**src/rtl/bp_ghr_ctrl.sv**
```systemverilog
// Gshare PHT controller: speculative global history, mispredict repair and a
// small FIFO that trains the PHT through its single write port.
module bp_ghr_ctrl #(
  parameter int d_width  = 8,
  parameter int HIST_W   = 8,
  parameter int UQ_DEPTH = 4
) (
  input  logic               clk,
  input  logic               rst_n,
  input  logic               i_fetch_valid,
  input  logic [31:0]        i_fetch_pc,
  input  logic               i_pht_predict,
  output logic [d_width-1:0] o_pht_addr,
  output logic               o_predict_taken,
  output logic [HIST_W-1:0]  o_predict_ghr,
  input  logic               i_resolve_valid,
  input  logic [d_width-1:0] i_resolve_idx,
  input  logic               i_resolve_taken,
  input  logic               i_resolve_mispredict,
  input  logic [HIST_W-1:0]  i_resolve_ghr,
  output logic               o_resolve_ready,
  input  logic               i_update_hold,
  output logic               o_pht_update,
  output logic [d_width-1:0] o_pht_addr_update,
  output logic               o_pht_actual_taken,
  output logic [15:0]        o_mispredict_cnt
);

  localparam int PTR_W = (UQ_DEPTH > 1) ? $clog2(UQ_DEPTH) : 1;
  localparam int CNT_W = $clog2(UQ_DEPTH + 1);

  logic [HIST_W-1:0]  ghr;
  logic [HIST_W-1:0]  ghr_next;
  logic [HIST_W-1:0]  ghr_repair;
  logic [HIST_W-1:0]  ghr_shift;
  logic [d_width-1:0] ghr_ext;
  logic               mispredict;

  logic [d_width-1:0] q_idx   [UQ_DEPTH];
  logic               q_taken [UQ_DEPTH];
  logic [PTR_W-1:0]   wr_ptr;
  logic [PTR_W-1:0]   rd_ptr;
  logic [CNT_W-1:0]   count;
  logic               push;
  logic               pop;
  logic [d_width-1:0] last_idx;
  logic               last_taken;

  logic unused_pc;
  assign unused_pc = ^{i_fetch_pc[31:d_width+2], i_fetch_pc[1:0]};

  assign mispredict = i_resolve_valid & i_resolve_mispredict;

  generate
    if (HIST_W == 1) begin : g_hist1
      logic unused_rghr;
      assign unused_rghr = i_resolve_ghr[0];
      assign ghr_repair  = i_resolve_taken;
      assign ghr_shift   = i_pht_predict;
    end else begin : g_histn
      assign ghr_repair = {i_resolve_ghr[HIST_W-2:0], i_resolve_taken};
      assign ghr_shift  = {ghr[HIST_W-2:0], i_pht_predict};
    end
  endgenerate

  // Repair wins over a same-cycle fetch shift: that fetch is on the wrong path.
  always_comb begin
    ghr_next = ghr;
    if (mispredict) begin
      ghr_next = ghr_repair;
    end else if (i_fetch_valid) begin
      ghr_next = ghr_shift;
    end
  end

  always_ff @(posedge clk or negedge rst_n) begin
    if (!rst_n) begin
      ghr <= '0;
    end else begin
      ghr <= ghr_next;
    end
  end

  always_comb begin
    ghr_ext              = '0;
    ghr_ext[HIST_W-1:0]  = ghr;
  end

  assign o_pht_addr      = i_fetch_pc[d_width+1:2] ^ ghr_ext;
  assign o_predict_taken = i_pht_predict;
  assign o_predict_ghr   = ghr;

  // Ready looks only at the registered count; a same-cycle pop gives no credit.
  assign o_resolve_ready = (count != CNT_W'(UQ_DEPTH));
  assign push            = i_resolve_valid & o_resolve_ready;
  assign o_pht_update    = (count != '0) & ~i_update_hold;
  assign pop             = o_pht_update;

  always_ff @(posedge clk or negedge rst_n) begin
    if (!rst_n) begin
      for (int i = 0; i < UQ_DEPTH; i++) begin
        q_idx[i]   <= '0;
        q_taken[i] <= 1'b0;
      end
      wr_ptr <= '0;
    end else if (push) begin
      q_idx[wr_ptr]   <= i_resolve_idx;
      q_taken[wr_ptr] <= i_resolve_taken;
      wr_ptr          <= wr_ptr + PTR_W'(1);
    end
  end

  always_ff @(posedge clk or negedge rst_n) begin
    if (!rst_n) begin
      rd_ptr     <= '0;
      last_idx   <= '0;
      last_taken <= 1'b0;
    end else if (pop) begin
      rd_ptr     <= rd_ptr + PTR_W'(1);
      last_idx   <= q_idx[rd_ptr];
      last_taken <= q_taken[rd_ptr];
    end
  end

  always_ff @(posedge clk or negedge rst_n) begin
    if (!rst_n) begin
      count <= '0;
    end else begin
      case ({push, pop})
        2'b10:   count <= count + CNT_W'(1);
        2'b01:   count <= count - CNT_W'(1);
        default: count <= count;
      endcase
    end
  end

  // When empty the update port shows the most recently drained entry.
  always_comb begin
    o_pht_addr_update  = last_idx;
    o_pht_actual_taken = last_taken;
    if (count != '0) begin
      o_pht_addr_update  = q_idx[rd_ptr];
      o_pht_actual_taken = q_taken[rd_ptr];
    end
  end

  always_ff @(posedge clk or negedge rst_n) begin
    if (!rst_n) begin
      o_mispredict_cnt <= '0;
    end else if (mispredict && (o_mispredict_cnt != 16'hFFFF)) begin
      o_mispredict_cnt <= o_mispredict_cnt + 16'd1;
    end
  end

endmodule

```
**config.mk**
```make
export PLATFORM = sky130hd
export DESIGN_NAME = bp_ghr_ctrl
export DESIGN_NICKNAME = d
export VERILOG_FILES = /design/src/rtl/bp_ghr_ctrl.sv
export SDC_FILE = /design/constraint.sdc
export NUM_CORES = 1
export LEC_CHECK = 0
export CAP_MARGIN = 10
export CORE_UTILIZATION = 44
export DETAILED_ROUTE_END_ITERATION = 16
export MAX_ROUTING_LAYER = met4
export PLACE_DENSITY = 0.79
export SLEW_MARGIN = 5
export SYNTH_ARGS = -nofsm -noshare
export SYNTH_HDL_FRONTEND = slang
export SYNTH_SLANG_ARGS = --single-unit
```
**constraint.sdc**
```tcl
create_clock -name clk -period 1.98 [get_ports clk]
set_input_delay 0.297 -clock clk [delete_from_list [all_inputs] [get_ports clk]]
set_output_delay 0.297 -clock clk [all_outputs]
set_load 0.03 [all_outputs]
```
## After elaboration in Yosys (flattened, before gate mapping)

Cells that the tools add are included.

| storage, ports and cells | value |
|---|---|
| flip-flop bits (word level) | 76 |
| bits of input ports | 56 |
| output and inout port bits | 44 |
| word-level logic and storage cells | 56 |

| operators by class | value |
|---|---|
| $add $sub $neg | 5 |
| order comparisons | 3 |
| equal/unequal tests | 4 |
| mux-type cells | 17 |
| bitwise gates (word level) | 7 |
| reductions and logical operators | 5 |

Operator list:

| operator | number |
|---|---|
| $mux 8 | 6 |
| $bwmux 32 | 1 |
| $add 16x1->16 const B | 1 |
| $bmux 8 s2 | 1 |
| $demux 8 s2 | 1 |
| $ne 16x16->1 const B | 1 |
| $xor 8x8->8 | 1 |
| $ge 3x3->1 const B | 2 |
| $not 2->3 | 2 |
| $pmux 3 s2 | 1 |
| $add 2x1->2 const B | 2 |
| $bwmux 4 | 1 |
| $mux 1 | 4 |
| $reduce_bool 2->1 | 2 |
| $add 3x1->3 const B | 1 |
| $and 1x1->1 | 3 |
| $lt 3x1->1 const B | 1 |
| $ne 3x3->1 const B | 1 |
| $reduce_bool 3->1 | 1 |
| $sub 3x1->3 const B | 1 |
| $bmux 1 s2 | 1 |
| $demux 1 s2 | 1 |
| $eq 2x1->1 const B | 1 |
| $eq 2x2->1 const B | 1 |
| other kinds (2) | 3 |

## Longest topological paths before layout

| logic depth | value |
|---|---|
| word-level depth | 6 |
| mapped depth | 9 |
| gate-level depth less buffers | 9 |

## Least setup slack after synthesis

No wires, ideal clock.

| timing path | value |
|---|---|
| path kind | register to register |
| from | register count[2] |
| to | register count[2] |
| setup time | 0.079 ns |
| data arrival time | 2.022 ns |
| data required time | 1.901 ns |
| slack | -0.121 ns |
| cell stages (with the launch flop) | 10 |
| buffers on the path | 1 |
| period minus slack after synthesis | 2.101 ns |
| cells stage by stage | dfrtp_1 > nor3_4 > nor2_2 > buf_2 > ha_1 > inv_1 > fa_1 > xor2_1 > nor2_1 > xor2_1 |

| on the way | value |
|---|---|
| word-level cells in the longest chain between the ends | 4 |
| elaborated cells on any way between the ends | 10 |
| classes of those cells | add/sub (2); eq/ne (3); mux (1); bitwise (2); reduce/logical (2) |

RTL lines:

| element | line | source |
|---|---|---|
| from (decl) | 43 | `logic [CNT_W-1:0] count;` |
| from (signal assigned) | 130 | `2'b10: count <= count + CNT_W'(1);` |
| from (signal assigned) | 131 | `2'b01: count <= count - CNT_W'(1);` |
| from (signal assigned) | 132 | `default: count <= count;` |
| $reduce_bool 3->1 * | 96 | `assign o_pht_update = (count != '0) & ~i_update_hold;` |
| $and 1x1->1 * | 96 |  |
| via o_pht_update | 23 | `output logic o_pht_update,` |
| $eq 2x1->1 or $eq 2x2->1 (tied branches) | 129 | `case ({push, pop})` |
| $pmux 3 s2 or $reduce_bool 2->1 (tied branches) | - |  |

The timed path passes the listed nets; every way through them passes the cells marked *.
A chain may end at the register's enable or synchronous reset.

## Final worst setup path

| timing path | value |
|---|---|
| from | register rd_ptr[0] |
| to | output port o_pht_addr_update[1] |

| on the way | value |
|---|---|
| word-level cells in the longest chain between the ends | 5 |

RTL lines:

| element | line | source |
|---|---|---|
| from (decl) | 42 | `logic [PTR_W-1:0] rd_ptr;` |
| from (signal assigned) | 119 | `rd_ptr <= rd_ptr + PTR_W'(1);` |
| $not 2->3 (implied by the code) | 142 | `o_pht_addr_update = q_idx[rd_ptr];` |
| $bmux 8 s2 | 142 |  |
| $mux 8 (implied by the code) (2 in a row) | 142 |  |
| $mux 8 | 141 | `if (count != '0) begin` |
| to (decl) | 24 | `output logic [d_width-1:0] o_pht_addr_update,` |

Every way passes these cells. The select of a mux whose other input is x is not followed.

==> metrics.csv <==
stage,metric,value,unit
cells_and_area,Area Growth Syn to Fin,33.93,%
sta,Max Clock Skew,0.009460,ns
sta,slew at the pin with the worst max-slew slack,0.6689,ns
clock_network,hold buffer count at CTS,0,
yosys,Syn Nets,328,
route,via count,2423,
sta,Slew HR,55.41,%
yosys,syn avg cell area,13.87,um2
worst_setup_path,Max Fanout on Critical Path,6,
sta,min Tclk post-route,2.133,ns
cells_and_area,"non-filler cells, final",468,
route,WL/cell,15.71,um
yosys,warnings from Yosys,0,
grt,initial antenna violation count,0,
clock_network,Clock transition at path regs,0.08,ns
yosys,asr flop ratio synth,100.0,%
pwr,PwrDens,1579,mW/mm2
sta,Setup WS post-layout,-0.1528,ns
cells_and_area,Seq. cell area,0.001903,mm2
yosys,number of synthesized register bits,76,
clock_network,Clock Sinks,76,
worst_setup_path,crit-path max cell delay,0.52,ns
floorplanning,Rows,32,
grt,gr usage total,18.90,%
yosys,Unique masters post-synth,34,
sta,setup_tns,-1.189,ns
worst_setup_path,kind of critical path,register to output pin,
yosys,Synth Flop Type,dfrtp_1,
sta,RSZ-0062 raised after global routing,true,
sta,fmax,0.4689,GHz
yosys,"EDFF count, synth",0,
sta,Final period util,107.7,%
clock_network,CTS Buf Count,9,
clock_network,CTS tree,built,
sta,# setup viols final,9,
clock_network,clk buf depth,2,
worst_setup_path,Slowest cell on crit path,mux4_2,
worst_setup_path,CP Capture Type,output pin,
clock_network,CTS H-tree depth,3,
worst_setup_path,Crit path required time,1.68,ns
route,Via-to-Cell Ratio,5.177,
yosys,sequential element share of the synthesized area,51.74,%
sta,minimum hold slack,-0.01811,ns
grt,grt ovf,0,
place,placed inst area,0.004652,mm2
pwr,maximum VDD drop,0.0006783,V
worst_setup_path,FF-to-FF path depth,9,
grt,largest net degree at the start of global routing,55,
status,status,"complete, but fails checks",
worst_setup_path,Reg-to-Reg Start,count[0]$_DFFE_PN0P_,
worst_setup_path,CP dominant cell by count,buf_6,
floorplanning,I/O Pins,100,
sta,final slew viol count,0,
clock_network,worst skew pair latency,0.35,ns
cells_and_area,# fillers,619,
worst_setup_path,worst reg-to-reg setup slack,0.08,ns
route,DR iter-0 viols,74,
route,drt first pass iters,4,
cells_and_area,Final #Nets,424,
cells_and_area,layout cells sized above 1,32.51,%
cells_and_area,design area,0.004923,mm2
place,DPL Wire Length,5239,um
grt,first-pass GRT wire length,12210,um
yosys,Syn Inst Count,265,
floorplanning,Die ar.,0.008724,mm2
cells_and_area,area of the multi-input gates,0.001730,mm2
floorplanning,Core ar.,0.007888,mm2
pwr,P_leak,2.193,nW
status,violated checks,"hold timing, setup timing",
route,Post-Route WL,7354,um
worst_setup_path,Startpoint Class,register,
flow_run,max cap viols,0,
route,Antenna Nets Post-Route,0,
grt,vias in the first global route,2482,
clock_network,clk root buf,clkbuf_8,
floorplanning,Die H,93.41,um
sta,Final Hold Vio Count,21,
floorplanning,initial core utilization,46.61,%
place,Post-Place Cells,452,
cells_and_area,diode count,0,
pwr,Tot Pwr,7.774,mW
worst_setup_path,reg2reg end,count[2]$_DFFE_PN0P_,
yosys,Mapped Area,0.003676,mm2
floorplanning,DIE WIDTH,93.41,um
worst_setup_path,Worst Path Arrival,1.84,ns
worst_setup_path,worst path cell trace,"buf_6, mux4_2, mux2_4, buf_6",
worst_hold_path,worst hold path class,input port to asynchronous set/reset pin,
place,Port Buffers,74,
place,gpl congestion,0.8219,
route,DR DRC count,0,
layout make-up:
cell class                 count  area share, %
clock inverter                 6          1.906
clock buffer                  10          2.795
timing repair buffer          92          18.45
inverter                       6         0.4574
tap                          102          2.592
multi-input combinational    176          35.15
sequential                    76          38.65
cells by family (layout without fill, tap and decap cells):
group	count (synthesis)	after routing	share of synthesized area, %
flops	76	76	51.74
mux	73	73	24.81
simple gates	52	52	8.611
xor+xnor	28	28	6.671
compound gates	16	16	3.983
buf+inv	13	114	1.600
fa+ha+maj	7	7	2.587
power by group:
part	internal [mW]	leakage (nW)	switching, mW
Clock	0.755	0.113	0.593
Combinational	2.03	1.15	1.79
Sequential	2.19	0.929	0.423
per-stage QoR:
step / setup slack, ns / util [%]
floorplan: 0.01363 / -
global placement: -0.2116 / 58.98
detailed placement: -0.2314 / 58.98
CTS: -0.1688 / 62.26
global route: -0.2195 / 62.42
finish: -0.1528 / 62.42
registers in the layout (all words and copies together) (netlist names):
register / cells
count: 3
last_idx: 8
last_taken: 1
o_mispredict_cnt: 16
o_predict_ghr: 8
q_idx: 32
q_taken: 4
rd_ptr: 2
wr_ptr: 2
synth_stat cells (2+ instances only):
cell | number | area [um2]
nand3_1 | 3 | 15.01
xor2_1 | 20 | 175.2
buf_4 | 2 | 15.01
nor4_1 | 3 | 18.77
mux2_1 | 5 | 56.30
ha_1 | 6 | 75.07
o21ai_0 | 10 | 50.05
inv_1 | 6 | 22.52
clkbuf_1 | 3 | 11.26
nor2_2 | 2 | 12.51
mux2i_1 | 9 | 90.09
mux4_2 | 9 | 202.7
nand2_4 | 4 | 45.04
dfrtp_1 | 76 | 1902
nand2_1 | 20 | 75.07
nor2_1 | 6 | 22.52
nand4_4 | 2 | 42.54
buf_2 | 2 | 10.01
xnor2_1 | 8 | 70.07
nand4_1 | 5 | 31.28
nor3_1 | 2 | 10.01
mux2_2 | 50 | 563.0
worst max-delay path by stage:
stage	slack, ns	to	from
final	-0.15	o_pht_addr_update[1]	rd_ptr[0]$_DFFE_PN0P_
after global routing	-0.22	o_pht_actual_taken	rd_ptr[0]$_DFFE_PN0P_
after CTS	-0.17	o_pht_actual_taken	rd_ptr[0]$_DFFE_PN0P_
after detailed placement	-0.23	o_pht_actual_taken	rd_ptr[0]$_DFFE_PN0P_
after global placement	-0.21	o_pht_actual_taken	rd_ptr[0]$_DFFE_PN0P_
after floorplan	0.01	count[2]$_DFFE_PN0P_	count[0]$_DFFE_PN0P_
metal layers:
metal / GRT usage [%] / routed length (um) / vias up
met5: - / 0 / -
met4: 8.590 / 138 / 0
met3: 2.927 / 215 / 15
met2: 30.51 / 3726 / 44
met1: 23.58 / 3274 / 1216
li1: - / - / 1148
worst max-delay path, delay by kind of cell, from the launching register on:
family | cells | cell delay [ns]
mux | 2 | 0.81
buf+inv | 2 | 0.29
flops | 1 | 0.38
repair_timing:
item,in CTS,in global routing
pin swaps,0,0
gates resized for setup,62,4
endpoints found under the setup margin,10,13
buffers inserted,0,0
placed cells by master (no fill, tap or decap), types with 3 or more instances in the layout:
| cell type | count |
|---|---|
| buf_4 | 17 |
| buf_6 | 11 |
| clkbuf_8 | 10 |
| clkdlybuf4s50_1 | 59 |
| dfrtp_1 | 75 |
| dlymetal6s2s_1 | 3 |
| ha_1 | 5 |
| inv_1 | 6 |
| mux2_1 | 5 |
| mux2_2 | 48 |
| mux2i_1 | 9 |
| mux4_2 | 9 |
| nand2_1 | 20 |
| nand2_4 | 4 |
| nand3_1 | 3 |
| nand4_1 | 5 |
| nor2_1 | 6 |
| nor4_1 | 3 |
| o21ai_0 | 10 |
| xnor2_1 | 8 |
| xor2_1 | 20 |
No activity file was read; power rests on OpenSTA's default activity.
